### config.mk
export PLATFORM = sky130hd
export DESIGN_NAME = dmem_responder_flat
export DESIGN_NICKNAME = d
export VERILOG_FILES = /design/src/rtl/dmem_responder_pkg.sv /design/src/rtl/dmem_responder_if.sv /design/src/rtl/dmem_responder_frame_array.sv /design/src/rtl/dmem_responder.sv /design/src/flat_wrapper.sv
export SDC_FILE = /design/constraint.sdc
export NUM_CORES = 1
export LEC_CHECK = 0
export ABC_AREA = 0
export BUFFER_PORTS_ARGS = -buffer_cell sky130_fd_sc_hd__buf_2
export CORE_ASPECT_RATIO = 1.25
export CORE_MARGIN = 2
export CORE_UTILIZATION = 45
export CTS_BUF_LIST = sky130_fd_sc_hd__clkbuf_4 sky130_fd_sc_hd__clkbuf_8 sky130_fd_sc_hd__clkbuf_16
export DETAILED_ROUTE_END_ITERATION = 16
export GPL_ROUTABILITY_DRIVEN = 1
export PLACE_DENSITY = 0.64
export RECOVER_POWER = 50
export SETUP_SLACK_MARGIN = 0.1
export SLEW_MARGIN = 20
export SYNTH_ARGS = -nofsm -noshare
export SYNTH_HDL_FRONTEND = slang
export SYNTH_HIERARCHICAL = 1
export SYNTH_SLANG_ARGS = --single-unit
### constraint.sdc
create_clock -name CLK -period 8.3 [get_ports CLK]
set_input_delay 1.66 -clock CLK [delete_from_list [all_inputs] [get_ports CLK]]
set_output_delay 1.66 -clock CLK [all_outputs]
set_load 0.01 [all_outputs]
### src/rtl/dmem_responder_pkg.sv
// Shared types for the data-memory responder: FSM states, cache frame layout
// and the helper that extracts a frame tag from a word address.
package dmem_responder_pkg;

  localparam int WORD_W = 32;
  localparam int TAG_W  = 30;

  typedef enum logic [1:0] {
    IDLE,
    READ_MISS,
    WRITE,
    HALTED
  } dcache_state_t;

  typedef struct packed {
    logic              valid;
    logic [TAG_W-1:0]  tag;
    logic [WORD_W-1:0] data;
  } dframe_t;

  // Tag is the word address with the index bits shifted out; unused upper bits stay zero.
  function automatic logic [TAG_W-1:0] tag_of(input logic [29:0] word_addr, input int idx_w);
    return word_addr >> idx_w;
  endfunction

endpackage

### src/rtl/dmem_responder_if.sv
// Bundle of the pipeline-side request/response and memory-controller signals
// seen by the data-memory responder.
interface dmem_responder_if;

  logic        dmemREN;
  logic        dmemWEN;
  logic [31:0] dmemaddr;
  logic [31:0] dmemstore;
  logic        halt;
  logic        dhit;
  logic [31:0] dmemload;
  logic        flushed;

  logic        dREN;
  logic        dWEN;
  logic [31:0] daddr;
  logic [31:0] dstore;
  logic        dwait;
  logic [31:0] dload;

  modport slave (
    input  dmemREN, dmemWEN, dmemaddr, dmemstore, halt, dwait, dload,
    output dhit, dmemload, flushed, dREN, dWEN, daddr, dstore
  );

  modport master (
    output dmemREN, dmemWEN, dmemaddr, dmemstore, halt, dwait, dload,
    input  dhit, dmemload, flushed, dREN, dWEN, daddr, dstore
  );

endinterface

### src/rtl/dmem_responder_frame_array.sv
// Direct-mapped frame storage: one combinational read port, one write port,
// synchronous invalidate-all. Only valid bits are reset.
module dmem_responder_frame_array
  import dmem_responder_pkg::*;
#(
  parameter int SETS = 16,
  parameter int IDX  = $clog2(SETS)
) (
  input  logic           clk,
  input  logic           rst,
  input  logic           inval_all,
  input  logic [IDX-1:0] rd_idx,
  output dframe_t        rd_frame,
  input  logic           wr_en,
  input  logic [IDX-1:0] wr_idx,
  input  dframe_t        wr_frame
);

  dframe_t frames [SETS];

  assign rd_frame = frames[rd_idx];

  always_ff @(posedge clk) begin
    if (rst || inval_all) begin
      for (int i = 0; i < SETS; i++) begin
        frames[i].valid <= 1'b0;
      end
    end else if (wr_en) begin
      frames[wr_idx] <= wr_frame;
    end
  end

endmodule

### src/rtl/dmem_responder.sv
// Blocking direct-mapped, write-through, no-write-allocate data cache that
// answers EX/MEM requests and invalidates itself on halt.
module dmem_responder
  import dmem_responder_pkg::*;
#(
  parameter int SETS = 16
) (
  input  logic             CLK,
  input  logic             RST,
  dmem_responder_if.slave  bus
);

  localparam int IDX = $clog2(SETS);

  dcache_state_t state;
  logic [29:0]   lat_word;
  logic [29:0]   cmp_word;
  logic [IDX-1:0] rd_idx;
  dframe_t       rd_frame;
  dframe_t       wr_frame;
  logic          wr_en;
  logic          tag_match;
  logic          inval_all;
  logic          unused_addr_bits;

  assign unused_addr_bits = ^bus.dmemaddr[1:0];
  assign bus.daddr        = {lat_word, 2'b00};
  assign inval_all        = (state == HALTED);

  // In IDLE the live request is looked up; otherwise the latched address owns the port.
  always_comb begin
    cmp_word  = (state == IDLE) ? bus.dmemaddr[31:2] : lat_word;
    rd_idx    = cmp_word[IDX-1:0];
    tag_match = rd_frame.valid && (rd_frame.tag == tag_of(cmp_word, IDX));
  end

  always_comb begin
    bus.dhit      = 1'b0;
    bus.dmemload  = '0;
    wr_en         = 1'b0;
    wr_frame.valid = 1'b1;
    wr_frame.tag   = tag_of(lat_word, IDX);
    wr_frame.data  = bus.dload;
    case (state)
      IDLE: begin
        if (!bus.dmemWEN && bus.dmemREN && tag_match) begin
          bus.dhit     = 1'b1;
          bus.dmemload = rd_frame.data;
        end
      end
      READ_MISS: begin
        if (!bus.dwait) begin
          bus.dhit     = 1'b1;
          bus.dmemload = bus.dload;
          wr_en        = 1'b1;
        end
      end
      WRITE: begin
        if (!bus.dwait) begin
          bus.dhit      = 1'b1;
          wr_en         = tag_match;
          wr_frame.data = bus.dstore;
        end
      end
      default: ;
    endcase
    if (RST) begin
      bus.dhit = 1'b0;
      wr_en    = 1'b0;
    end
  end

  always_ff @(posedge CLK) begin
    if (RST) begin
      state       <= IDLE;
      bus.dREN    <= 1'b0;
      bus.dWEN    <= 1'b0;
      bus.dstore  <= '0;
      bus.flushed <= 1'b0;
      lat_word    <= '0;
    end else begin
      case (state)
        IDLE: begin
          if (bus.dmemWEN) begin
            state      <= WRITE;
            bus.dWEN   <= 1'b1;
            lat_word   <= bus.dmemaddr[31:2];
            bus.dstore <= bus.dmemstore;
          end else if (bus.dmemREN && !tag_match) begin
            state    <= READ_MISS;
            bus.dREN <= 1'b1;
            lat_word <= bus.dmemaddr[31:2];
          end else if (!bus.dmemREN && bus.halt) begin
            state <= HALTED;
          end
        end
        READ_MISS: begin
          if (!bus.dwait) begin
            state    <= IDLE;
            bus.dREN <= 1'b0;
          end
        end
        WRITE: begin
          if (!bus.dwait) begin
            state    <= IDLE;
            bus.dWEN <= 1'b0;
          end
        end
        HALTED: bus.flushed <= 1'b1;
        default: state <= IDLE;
      endcase
    end
  end

  dmem_responder_frame_array #(.SETS(SETS), .IDX(IDX)) u_frames (
    .clk       (CLK),
    .rst       (RST),
    .inval_all (inval_all),
    .rd_idx    (rd_idx),
    .rd_frame  (rd_frame),
    .wr_en     (wr_en),
    .wr_idx    (lat_word[IDX-1:0]),
    .wr_frame  (wr_frame)
  );

endmodule

### src/flat_wrapper.sv
// flat-port wrapper written by rule: the top's interface ports become plain ports
module dmem_responder_flat import dmem_responder_pkg::*;
#(
  parameter int SETS = 16
)
  (CLK, RST, bus_dmemREN, bus_dmemWEN, bus_dmemaddr, bus_dmemstore, bus_halt, bus_dwait, bus_dload, bus_dhit, bus_dmemload, bus_flushed, bus_dREN, bus_dWEN, bus_daddr, bus_dstore);
  dmem_responder_if bus_i ();
  input  logic CLK;
  input  logic RST;
  input wire logic [$bits(bus_i.dmemREN)-1:0] bus_dmemREN;
  input wire logic [$bits(bus_i.dmemWEN)-1:0] bus_dmemWEN;
  input wire logic [$bits(bus_i.dmemaddr)-1:0] bus_dmemaddr;
  input wire logic [$bits(bus_i.dmemstore)-1:0] bus_dmemstore;
  input wire logic [$bits(bus_i.halt)-1:0] bus_halt;
  input wire logic [$bits(bus_i.dwait)-1:0] bus_dwait;
  input wire logic [$bits(bus_i.dload)-1:0] bus_dload;
  output wire logic [$bits(bus_i.dhit)-1:0] bus_dhit;
  output wire logic [$bits(bus_i.dmemload)-1:0] bus_dmemload;
  output wire logic [$bits(bus_i.flushed)-1:0] bus_flushed;
  output wire logic [$bits(bus_i.dREN)-1:0] bus_dREN;
  output wire logic [$bits(bus_i.dWEN)-1:0] bus_dWEN;
  output wire logic [$bits(bus_i.daddr)-1:0] bus_daddr;
  output wire logic [$bits(bus_i.dstore)-1:0] bus_dstore;
  assign bus_i.dmemREN = bus_dmemREN;
  assign bus_i.dmemWEN = bus_dmemWEN;
  assign bus_i.dmemaddr = bus_dmemaddr;
  assign bus_i.dmemstore = bus_dmemstore;
  assign bus_i.halt = bus_halt;
  assign bus_i.dwait = bus_dwait;
  assign bus_i.dload = bus_dload;
  assign bus_dhit = bus_i.dhit;
  assign bus_dmemload = bus_i.dmemload;
  assign bus_flushed = bus_i.flushed;
  assign bus_dREN = bus_i.dREN;
  assign bus_dWEN = bus_i.dWEN;
  assign bus_daddr = bus_i.daddr;
  assign bus_dstore = bus_i.dstore;
  dmem_responder #(.SETS(SETS)) u_core (.CLK(CLK), .RST(RST), .bus(bus_i));
endmodule
==> flow_summary.toml, run 1 <==
[timing]
period_share = 0.9178
tightest_slew_ps = 4236
drv_slew = 137
period_needed_ps = 7618
fmax_mhz = 131.3
setup_viol = 0
whs_ps = 473.5
finClkSkew_ps = 29.02
slew_headroom = -1.824
setup_tns_ps = 0
rsz0062_at_grt = "no"
hold_viol = 0

[detailed_routing]
wl_um = 97960
dr.pass1.iters = 5
vias_per_cell = 5.768
detail-route-antenna-nets = 0
wl_per_cell_um = 26.82
drt_iter0_markers = 2196
vias = 21065
route.detailed.drc = 0

[power_and_ir_drop]
p_leak_nw = 15.76
fin_total_pwr_mw = 13.44
powerDensity_nw_per_um2 = 279.0
ir_worst_vdd_uv = 157.2

[clocking]
clock_path_buffers = 3
numCtsBuffers = 104
clock-root-buffer = "clkbuf_16"
cts_hold_buf = 0
cts_tree = "done"
h-tree-depth = 3
cts_resized = 0
clk_latency_ps = 670
postCtsSetupRepairBufs = 0
cts_num_sinks = 1075
cts.reportedPaths.clkPinSlew_ps = 60

[flow_run]
drv_cap = 3

[synth]
yosysMostFrequentCell = "edfxtp_1"
synth_enable_flop_cells = 1008
ys_seq_area_frac = 0.7523
synth_cell_type_count = 42
synthArstFlopShare = 0
synth-seq-cells = 1075
synthCells = 2072
synth_top_area_cell = "edfxtp_1"
synth_ff_type = "edfxtp_1"
ys_top_cells_by_count = "edfxtp_1 (1008), mux4_2 (252), nand2_1 (136)"
syn_area_um2 = 42020
synthTopCellsByArea = "edfxtp_1 (72%), mux4_2 (14%), dfxtp_1 (3.2%), a22oi_1 (2.3%), mux2i_1 (1.3%)"
avgSynthCellArea_um2 = 20.28
synth_top_area_frac = 0.7204
yosysWarnings = 6

[placement]
port_buffers = 197
gp_congestion = 0.7442
dp_hpwl_um = 53630

[critical_path]
path_max_fanout = 39
start_kind = "flop"
cp.arrival_ps = 5960
endpoint_kind = "output port"
ff2ff_path_depth = 14
crit_required_ps = 6640
r2r_slack_ps = 890
critPathKind = "flop to output port"
timing.rr.start = "u_core/state[0]$_SDFFE_PP0P_"
r2r_end = "u_core/lat_word[21]$_SDFFE_PP0P_"

[worst_hold_path]
min_path_type = "flop to flop"
min_from = "u_core/bus.dstore[25]$_SDFFE_PP0P_"
min_path_cells = 2
whs_endpoint = "u_core/bus.dstore[25]$_SDFFE_PP0P_"

[global_route]
antenna_found_initial = 2
grt_max_degree = 80
grt_pass1_wl_um = 143800
grt_overflow = 0
track_usage = 0.2043
grt_pass1_vias = 21978

[floorplan]
core_um2 = 92750
num_rows = 125
die_h_um = 345.6
die_w_um = 277.3
io-pin-count = 202
start_util = 0.4531
dieArea_um2 = 95850

[outcome]
status = "complete, but fails checks"
violations = "capacitance limit, slew limit"

[final_layout]
nFillCells = 7283
drive_above_1_share = 0.2657
fin_util = 0.5196
area_delta_synth_final_pct = 14.68
antenna_cells = 0
final_nets = 2464
-- kinds of logic after synthesis --
group                      after synthesis  synth area share
AOI/OAI and AO/OA                      220           0.03722
xor gates and xnor gates                26          0.005419
adders and majority gates                4          0.001191
buffers and inverters                  157           0.02129
DFF                                   1075            0.7523
muxes                                  344            0.1581
other                                    2         0.0001787
and+or+nand+nor                        244           0.02436
-- cell usage in the layout (no fill, tap or decap), types with 36 or more instances in the layout --
master,netlist,layout
mux4_2,252,252
nand2_1,136,134
mux2i_1,56,56
buf_2,16,130
dfxtp_1,67,67
a21oi_1,38,38
buf_4,34,36
nor2_1,71,53
a22oi_1,126,126
clkbuf_1,71,69
clkbuf_16,0,105
edfxtp_1,1008,1008
conb_1,2,70
-- layer usage --
layer | vias up | wire length (µm) | global-route usage
met3 | 120 | 6252 | 0.03060
met4 | 0 | 1747 | 0.04902
li1 | 9009 | - | -
met2 | 762 | 49910 | 0.3469
met5 | - | 0 | 0
met1 | 11174 | 40050 | 0.2794
-- stage by stage --
stage | instances | area (µm²) | worst slack (ps)
final | 3652 | 48190 | 682.3
after global routing | 3652 | 48190 | 381.6
after CTS | 3652 | 48280 | 550.1
after detailed placement | 3458 | 44970 | 700.9
after global placement | 3458 | 44970 | 763.9
after floorplan | 2140 | 42270 | 442.6
-- worst max-delay path by stage --
stage          slack, ps                                      to                          from  cells after the start
4_1_cts              550                        bus_dmemload[22]  u_core/state[0]$_SDFFE_PP0P_                     14
3_3_place_gp         760                        bus_dmemload[22]               bus_dmemaddr[2]                     13
3_5_place_dp         700                        bus_dmemload[22]               bus_dmemaddr[2]                     13
5_1_grt              380                        bus_dmemload[22]  u_core/state[0]$_SDFFE_PP0P_                     14
2_1_floorplan        440  u_core/u_frames/frames[4][0]$_DFFE_PP_               bus_dmemaddr[2]                     17
6_report             680                        bus_dmemload[22]  u_core/state[0]$_SDFFE_PP0P_                     14
-- area by class of cell --
class | count | area [µm²] | area share
clock buffers | 137 | 2880 | 0.05977
clock inverters | 57 | 429.2 | 0.008906
inverters | 5 | 18.77 | 0.0003895
multi-input cells | 908 | 9981 | 0.2071
flip-flops and latches | 1075 | 31610 | 0.6560
well taps | 1206 | 1509 | 0.03131
repair buffers | 264 | 1760 | 0.03653
-- state kept, by name, summed over array words and instances, names as in the netlist --
signal / flops
u_core/bus.dREN: 1
u_core/bus.dWEN: 1
u_core/bus.dstore: 32
u_core/bus.flushed: 1
u_core/lat_word: 30
u_core/state: 2
u_core/u_frames/frames: 1008
-- critical path, cell delays in order, from the launching register on --
cell and delay (ps):
dfxtp_1 340, inv_1 100, ha_2 600, mux2_8 600, mux4_2 580, a22oi_1 240, nand2_1 100, nor4_1 520
nand2_1 180, nor4_1 470, nand4_1 460, nor3_4 320, buf_12 270, a22o_1 240, buf_2 160
-- where the power goes --
group,internal (mW),switching (mW)
sequential,6.13,0.132
combinational,1.13,1.49
clock,2.57,1.98
No activity file was read; power rests on OpenSTA's default activity.
==> run 2: changes to the inputs <==
Settings changed: BUFFER_PORTS_ARGS -buffer_cell sky130_fd_sc_hd__buf_2 to default, DONT_BUFFER_PORTS from default to 1, PLACE_DENSITY 0.64 to 0.62.
==> flow_summary.toml, run 2 (same netlist as run 1, synthesis figures left out) <==
[floorplan]
start_util = 0.4531
die_h_um = 345.6
dieArea_um2 = 95850
die_w_um = 277.3
core_um2 = 92750
io-pin-count = 202
num_rows = 125

[timing]
slew_headroom = -0.8133
drv_slew = 100
finClkSkew_ps = 37.03
fmax_mhz = 133.6
setup_tns_ps = 0
period_share = 0.9016
rsz0062_at_grt = "no"
period_needed_ps = 7483
hold_viol = 0
tightest_slew_ps = 2720
setup_viol = 0

[final_layout]
final_cell_mix = "edfxtp_1 (1008), mux4_2 (252), nand2_1 (134)"
reg_top3 = "u_core/u_frames/frames x1008, u_core/bus.dstore x32, u_core/lat_word x30"
multi_input_area_um2 = 9962
top_register = "u_core/u_frames/frames"
regArea_um2 = 31610
drive_above_1_share = 0.2285
largest_register_ffs = 1008
final_nets = 2265
fin_area_um2 = 47310
layout_commonest_cell = "edfxtp_1"
area_delta_synth_final_pct = 12.59
nFillCells = 7319

[worst_hold_path]
min_from = "u_core/bus.dstore[24]$_SDFFE_PP0P_"
min_path_type = "flop to flop"
whs_endpoint = "u_core/bus.dstore[24]$_SDFFE_PP0P_"
min_path_cells = 2

[clocking]
postCtsSetupRepairBufs = 0
cts_tree = "done"
cts_num_sinks = 1075
cts_hold_buf = 0
clock_path_buffers = 3
cts.reportedPaths.clkPinSlew_ps = 60
clock-root-buffer = "clkbuf_16"
numCtsBuffers = 102
cts_resized = 0
h-tree-depth = 3
clk_latency_ps = 680

[power_and_ir_drop]
powerDensity_nw_per_um2 = 284.9
ir_worst_vdd_uv = 253.7
p_leak_nw = 15.12
fin_total_pwr_mw = 13.48

[critical_path]
ff2ff_path_depth = 14
crit_required_ps = 8850
r2r_end = "u_core/lat_word[25]$_SDFFE_PP0P_"
timing.rr.start = "u_core/state[0]$_SDFFE_PP0P_"
cp_cell_sequence = "inv_1, ha_2, mux2_8, buf_12, mux4_2, a22oi_1, nand2_1, xnor2_1, nor4_1, nand4_1, o221ai_1, clkbuf_1, mux2i_1, nor2_1"
start_kind = "flop"
r2r_slack_ps = 820
slowest_stage = "clkbuf_1"
critPathKind = "flop to flop"
max_stage_delay_ps = 1510
path_max_fanout = 55
crit_start = "u_core/state[0]$_SDFFE_PP0P_"
cp.arrival_ps = 8030
endpoint_kind = "flop"

[detailed_routing]
dr.pass1.iters = 5
wl_per_cell_um = 28.36
wl_um = 97950
drt_iter0_markers = 2025
vias_per_cell = 5.857
vias = 20229
route.detailed.drc = 0
detail-route-antenna-nets = 0

[flow_run]
drv_cap = 4

[global_route]
track_usage = 0.2051
grt_pass1_vias = 21541
antenna_found_initial = 1
grt_max_degree = 72
grt_overflow = 0
grt_pass1_wl_um = 142900

[placement]
gp_congestion = 0.7590
dp_hpwl_um = 53130
port_buffers = 0
placed_cell_area_um2 = 43940

[outcome]
violations = "capacitance limit, slew limit"
status = "complete, but fails checks"
run 2: changes by cell type in the layout (fill, tap and decap cells not counted), sizes merged:
cell,previous run,this run
bufinv,4,9
inv,7,10
diode,0,3
clkinvlp,3,2
clkbuf,206,133
buf,195,60
run 2: routing by layer:
metal / global-route usage / up-vias / routed length, µm
li1: - / 8601 / -
met1: 0.2666 / 10728 / 38920
met2: 0.3504 / 755 / 49870
met3: 0.03912 / 145 / 6665
met4: 0.06355 / 0 / 2500
met5: 0 / - / 0
run 2: power by group:
| group | internal (mW) | switching [mW] | leakage (nW) | total (mW) |
|---|---|---|---|---|
| logic | 1.08 | 1.43 | 3.71 | 2.51 |
| registers | 6.13 | 0.168 | 9.72 | 6.30 |
| clock network | 2.67 | 2.00 | 1.70 | 4.67 |
run 2: worst max path at each step:
| stage | end | slack [ps] | depth (start not counted) |
|---|---|---|---|
| 5_1_grt | u_core/lat_word[1]$_SDFFE_PP0P_ | 360 | 14 |
| 4_1_cts | bus_dmemload[22] | 660 | 13 |
| 2_1_floorplan | u_core/u_frames/frames[4][0]$_DFFE_PP_ | 440 | 17 |
| 3_5_place_dp | bus_dmemload[22] | 820 | 11 |
| 3_3_place_gp | bus_dmemload[22] | 880 | 11 |
| 6_report | u_core/lat_word[25]$_SDFFE_PP0P_ | 820 | 14 |
run 2: final cells by class:
cell class,instances,share of cell area
clock inverter,64,0.01317
clock buffer,126,0.05866
sequential,1075,0.6682
multi-input combinational,908,0.2106
antenna,3,0.0001587
tap,1206,0.03190
inverter,5,0.0003967
timing repair buffer,67,0.01695
run 2: per-stage QoR:
step / hold WS [ps] / instances / util / setup slack (ps)
5_1_grt: 532.5 / 3451 / 0.5100 / 364.9
2_1_floorplan: 477.9 / 2140 / - / 442.6
4_1_cts: 515.6 / 3451 / 0.5105 / 664.3
3_3_place_gp: 496.5 / 3261 / 0.4738 / 875.4
3_5_place_dp: 507.0 / 3261 / 0.4738 / 819.8
6_report: 514.1 / 3454 / 0.5101 / 816.9
run 2: critical path: cells and delay by family, from the launching register on:
kind	cells	cell delay, ps
adder cells (fa/ha/maj)	1	490
buffers and inverters	3	2080
AND/OR/NAND/NOR	4	1150
multiplexers	3	1450
XOR/XNOR	1	210
flip-flops	1	340
AO/OA/AOI/OAI	2	1540
==> run 3: changes to the inputs <==
Settings changed: ABC_AREA 0 to 1.
==> flow_summary.toml, run 3 <==
[detailed_routing]
detail-route-antenna-nets = 0
drt_iter0_markers = 2926
dr.pass1.iters = 5
wl_um = 125900
vias_per_cell = 5.115
route.detailed.drc = 0
vias = 32866
wl_per_cell_um = 19.59

[clocking]
cts_num_sinks = 1075
cts_resized = 0
cts_hold_buf = 0
cts_tree = "done"
postCtsSetupRepairBufs = 0
clk_latency_ps = 710
cts.reportedPaths.clkPinSlew_ps = 70
clock_path_buffers = 3
numCtsBuffers = 106
h-tree-depth = 3
clock-root-buffer = "clkbuf_16"

[synth]
synth_enable_flop_cells = 1008
syn_area_um2 = 48040
ys_seq_area_frac = 0.6580
synth-seq-cells = 1075
synthArstFlopShare = 0
synthTopCellsByArea = "edfxtp_1 (63%), nand2_1 (13%), nand3_1 (8.5%), inv_1 (6.6%), dfxtp_1 (2.8%)"
ys_top_cells_by_count = "nand2_1 (1614), edfxtp_1 (1008), inv_1 (848)"
synthCells = 4910
avgSynthCellArea_um2 = 9.784
synth_cell_type_count = 36
synth_top_area_frac = 0.6301
synth_ff_type = "edfxtp_1"
synth_top_area_cell = "edfxtp_1"
yosysMostFrequentCell = "nand2_1"
yosysWarnings = 6

[global_route]
antenna_found_initial = 8
grt_pass1_wl_um = 186900
track_usage = 0.2288
grt_overflow = 0
grt_pass1_vias = 31322
grt_max_degree = 139

[final_layout]
final_nets = 5016
drive_above_1_share = 0.05722
reg_top3 = "u_core/u_frames/frames x1008, u_core/bus.dstore x32, u_core/lat_word x30"
antenna_cells = 0
fin_area_um2 = 52860
fin_cells = 6426
nFillCells = 9415
final_cell_mix = "nand2_1 (1610), edfxtp_1 (1008), inv_1 (837)"
layout_commonest_cell = "nand2_1"
area_delta_synth_final_pct = 10.04
largest_register_ffs = 1008
top_register = "u_core/u_frames/frames"

[placement]
placed_cell_area_um2 = 49510
gp_congestion = 0.7822
place_inst = 6230
dp_hpwl_um = 68400
port_buffers = 0

[power_and_ir_drop]
p_leak_nw = 22.68
powerDensity_nw_per_um2 = 313.4
ir_worst_vdd_uv = 282.0

[timing]
fmax_mhz = 127.9
period_needed_ps = 7821
setup_tns_ps = 0
rsz0062_at_grt = "no"
setup_viol = 0
finClkSkew_ps = 31.13
tightest_slew_ps = 3284
drv_slew = 197
slew_headroom = -1.189
hold_viol = 0
period_share = 0.9423

[flow_run]
drv_cap = 6

[floorplan]
io-pin-count = 202
core_um2 = 106300
dieArea_um2 = 109400
die_w_um = 296.2
num_rows = 134
die_h_um = 369.3
start_util = 0.4520

[critical_path]
cp.arrival_ps = 6160
critical_path.most_common_cell = "nand2_1"
cp_top_family = "simple AND/OR/NAND/NOR gates"
crit_required_ps = 6640
crit_buf_inv = 6
max_stage_delay_ps = 490
slowest_stage = "nand2_4"
critPathKind = "flop to output port"
cp_cell_sequence = "inv_1, ha_2, buf_4, nand2_1, nand2_4, inv_8, buf_4, nand3_1, nand3_1, nand3_1, nand2_1, or2_2, nor2_1, nand3_1, nor2_1, nand2_1, nor2_1, nand2_1, nor3_4, buf_12, nand2_1, o21ai_1, buf_4"
endpoint_kind = "output port"
path_max_fanout = 117
start_kind = "flop"

[worst_hold_path]
min_path_type = "flop to flop"

[outcome]
violations = "capacitance limit, slew limit"
status = "complete, but fails checks"
-- run 3: cell families after synthesis --
logic type               synth area share
XOR/XNOR                        0.0001823
AND/OR/NAND/NOR                    0.2235
other                           0.0001563
AO/OA/AOI/OAI                     0.01412
flip-flops                         0.6580
buffers and inverters              0.1031
adder cells (fa/ha/maj)          0.001042
-- run 3: stage by stage --
step / hold WS (ps) / power, mW / setup WS (ps) / utilization
2_1_floorplan: 483.0 / 10.48 / 1269 / -
3_3_place_gp: 521.5 / 11.83 / 980.3 / 0.4657
3_5_place_dp: 522.6 / 11.88 / 1037 / 0.4657
4_1_cts: 536.7 / 16.67 / 521.0 / 0.4988
5_1_grt: 567.9 / 17.44 / 141.8 / 0.4973
6_report: 538.4 / 16.57 / 479.2 / 0.4973
-- run 3: worst register-to-register path, cell delays in order, from the launching register on --
cell and delay (ps):
dfxtp_1 350, inv_1 80, ha_2 290, buf_4 290, nand2_1 170, nand2_4 340, inv_8 770, buf_4 650
nand3_1 130, nand3_1 110, nand3_1 90, nand2_1 130, nand3_1 90, nand2_1 80, inv_1 40, nand2_1 40
nor2_1 40, nand2_1 190, nor2_1 140, nand2_1 200, nand3_1 1160, nand2_1 340, clkbuf_1 1350, nand2_1 200
a21oi_1 190
-- run 3: final timing paths --
kind	start	to	slack, ps	cells past startpoint
max	u_core/state[1]$_SDFFE_PP0P_	bus_dmemload[1]	480	23
min	u_core/bus.dWEN$_SDFFE_PP0P_	u_core/bus.dWEN$_SDFFE_PP0P_	540	2
max reg2reg	u_core/state[0]$_SDFFE_PP0P_	u_core/lat_word[12]$_SDFFE_PP0P_	760	24
min reg2reg	u_core/bus.dWEN$_SDFFE_PP0P_	u_core/bus.dWEN$_SDFFE_PP0P_	540	2
-- run 3: area by class of cell --
cell class | instances | area (µm²) | area share
multi-input combinational | 2767 | 11770 | 0.2227
tap | 1428 | 1787 | 0.03380
clock buffer | 150 | 3105 | 0.05875
timing repair buffer | 106 | 913.4 | 0.01728
sequential | 1075 | 31610 | 0.5980
inverter | 854 | 3264 | 0.06175
clock inverter | 46 | 409.1 | 0.007740
-- run 3: routing by layer --
layer	wire length [µm]	share of wire	track usage	up-vias
met2	58730	0.47	0.3760	1185
met4	4043	0.032	0.08537	6
met3	11310	0.090	0.05556	214
met1	51780	0.41	0.2928	15775
li1	-	-	-	15686
met5	42	0.00033	0	-
-- run 3: power breakdown --
| part | switching (mW) | internal, mW |
|---|---|---|
| registers | 0.232 | 6.26 |
| clock network | 2.04 | 2.76 |
| logic | 3.83 | 1.44 |
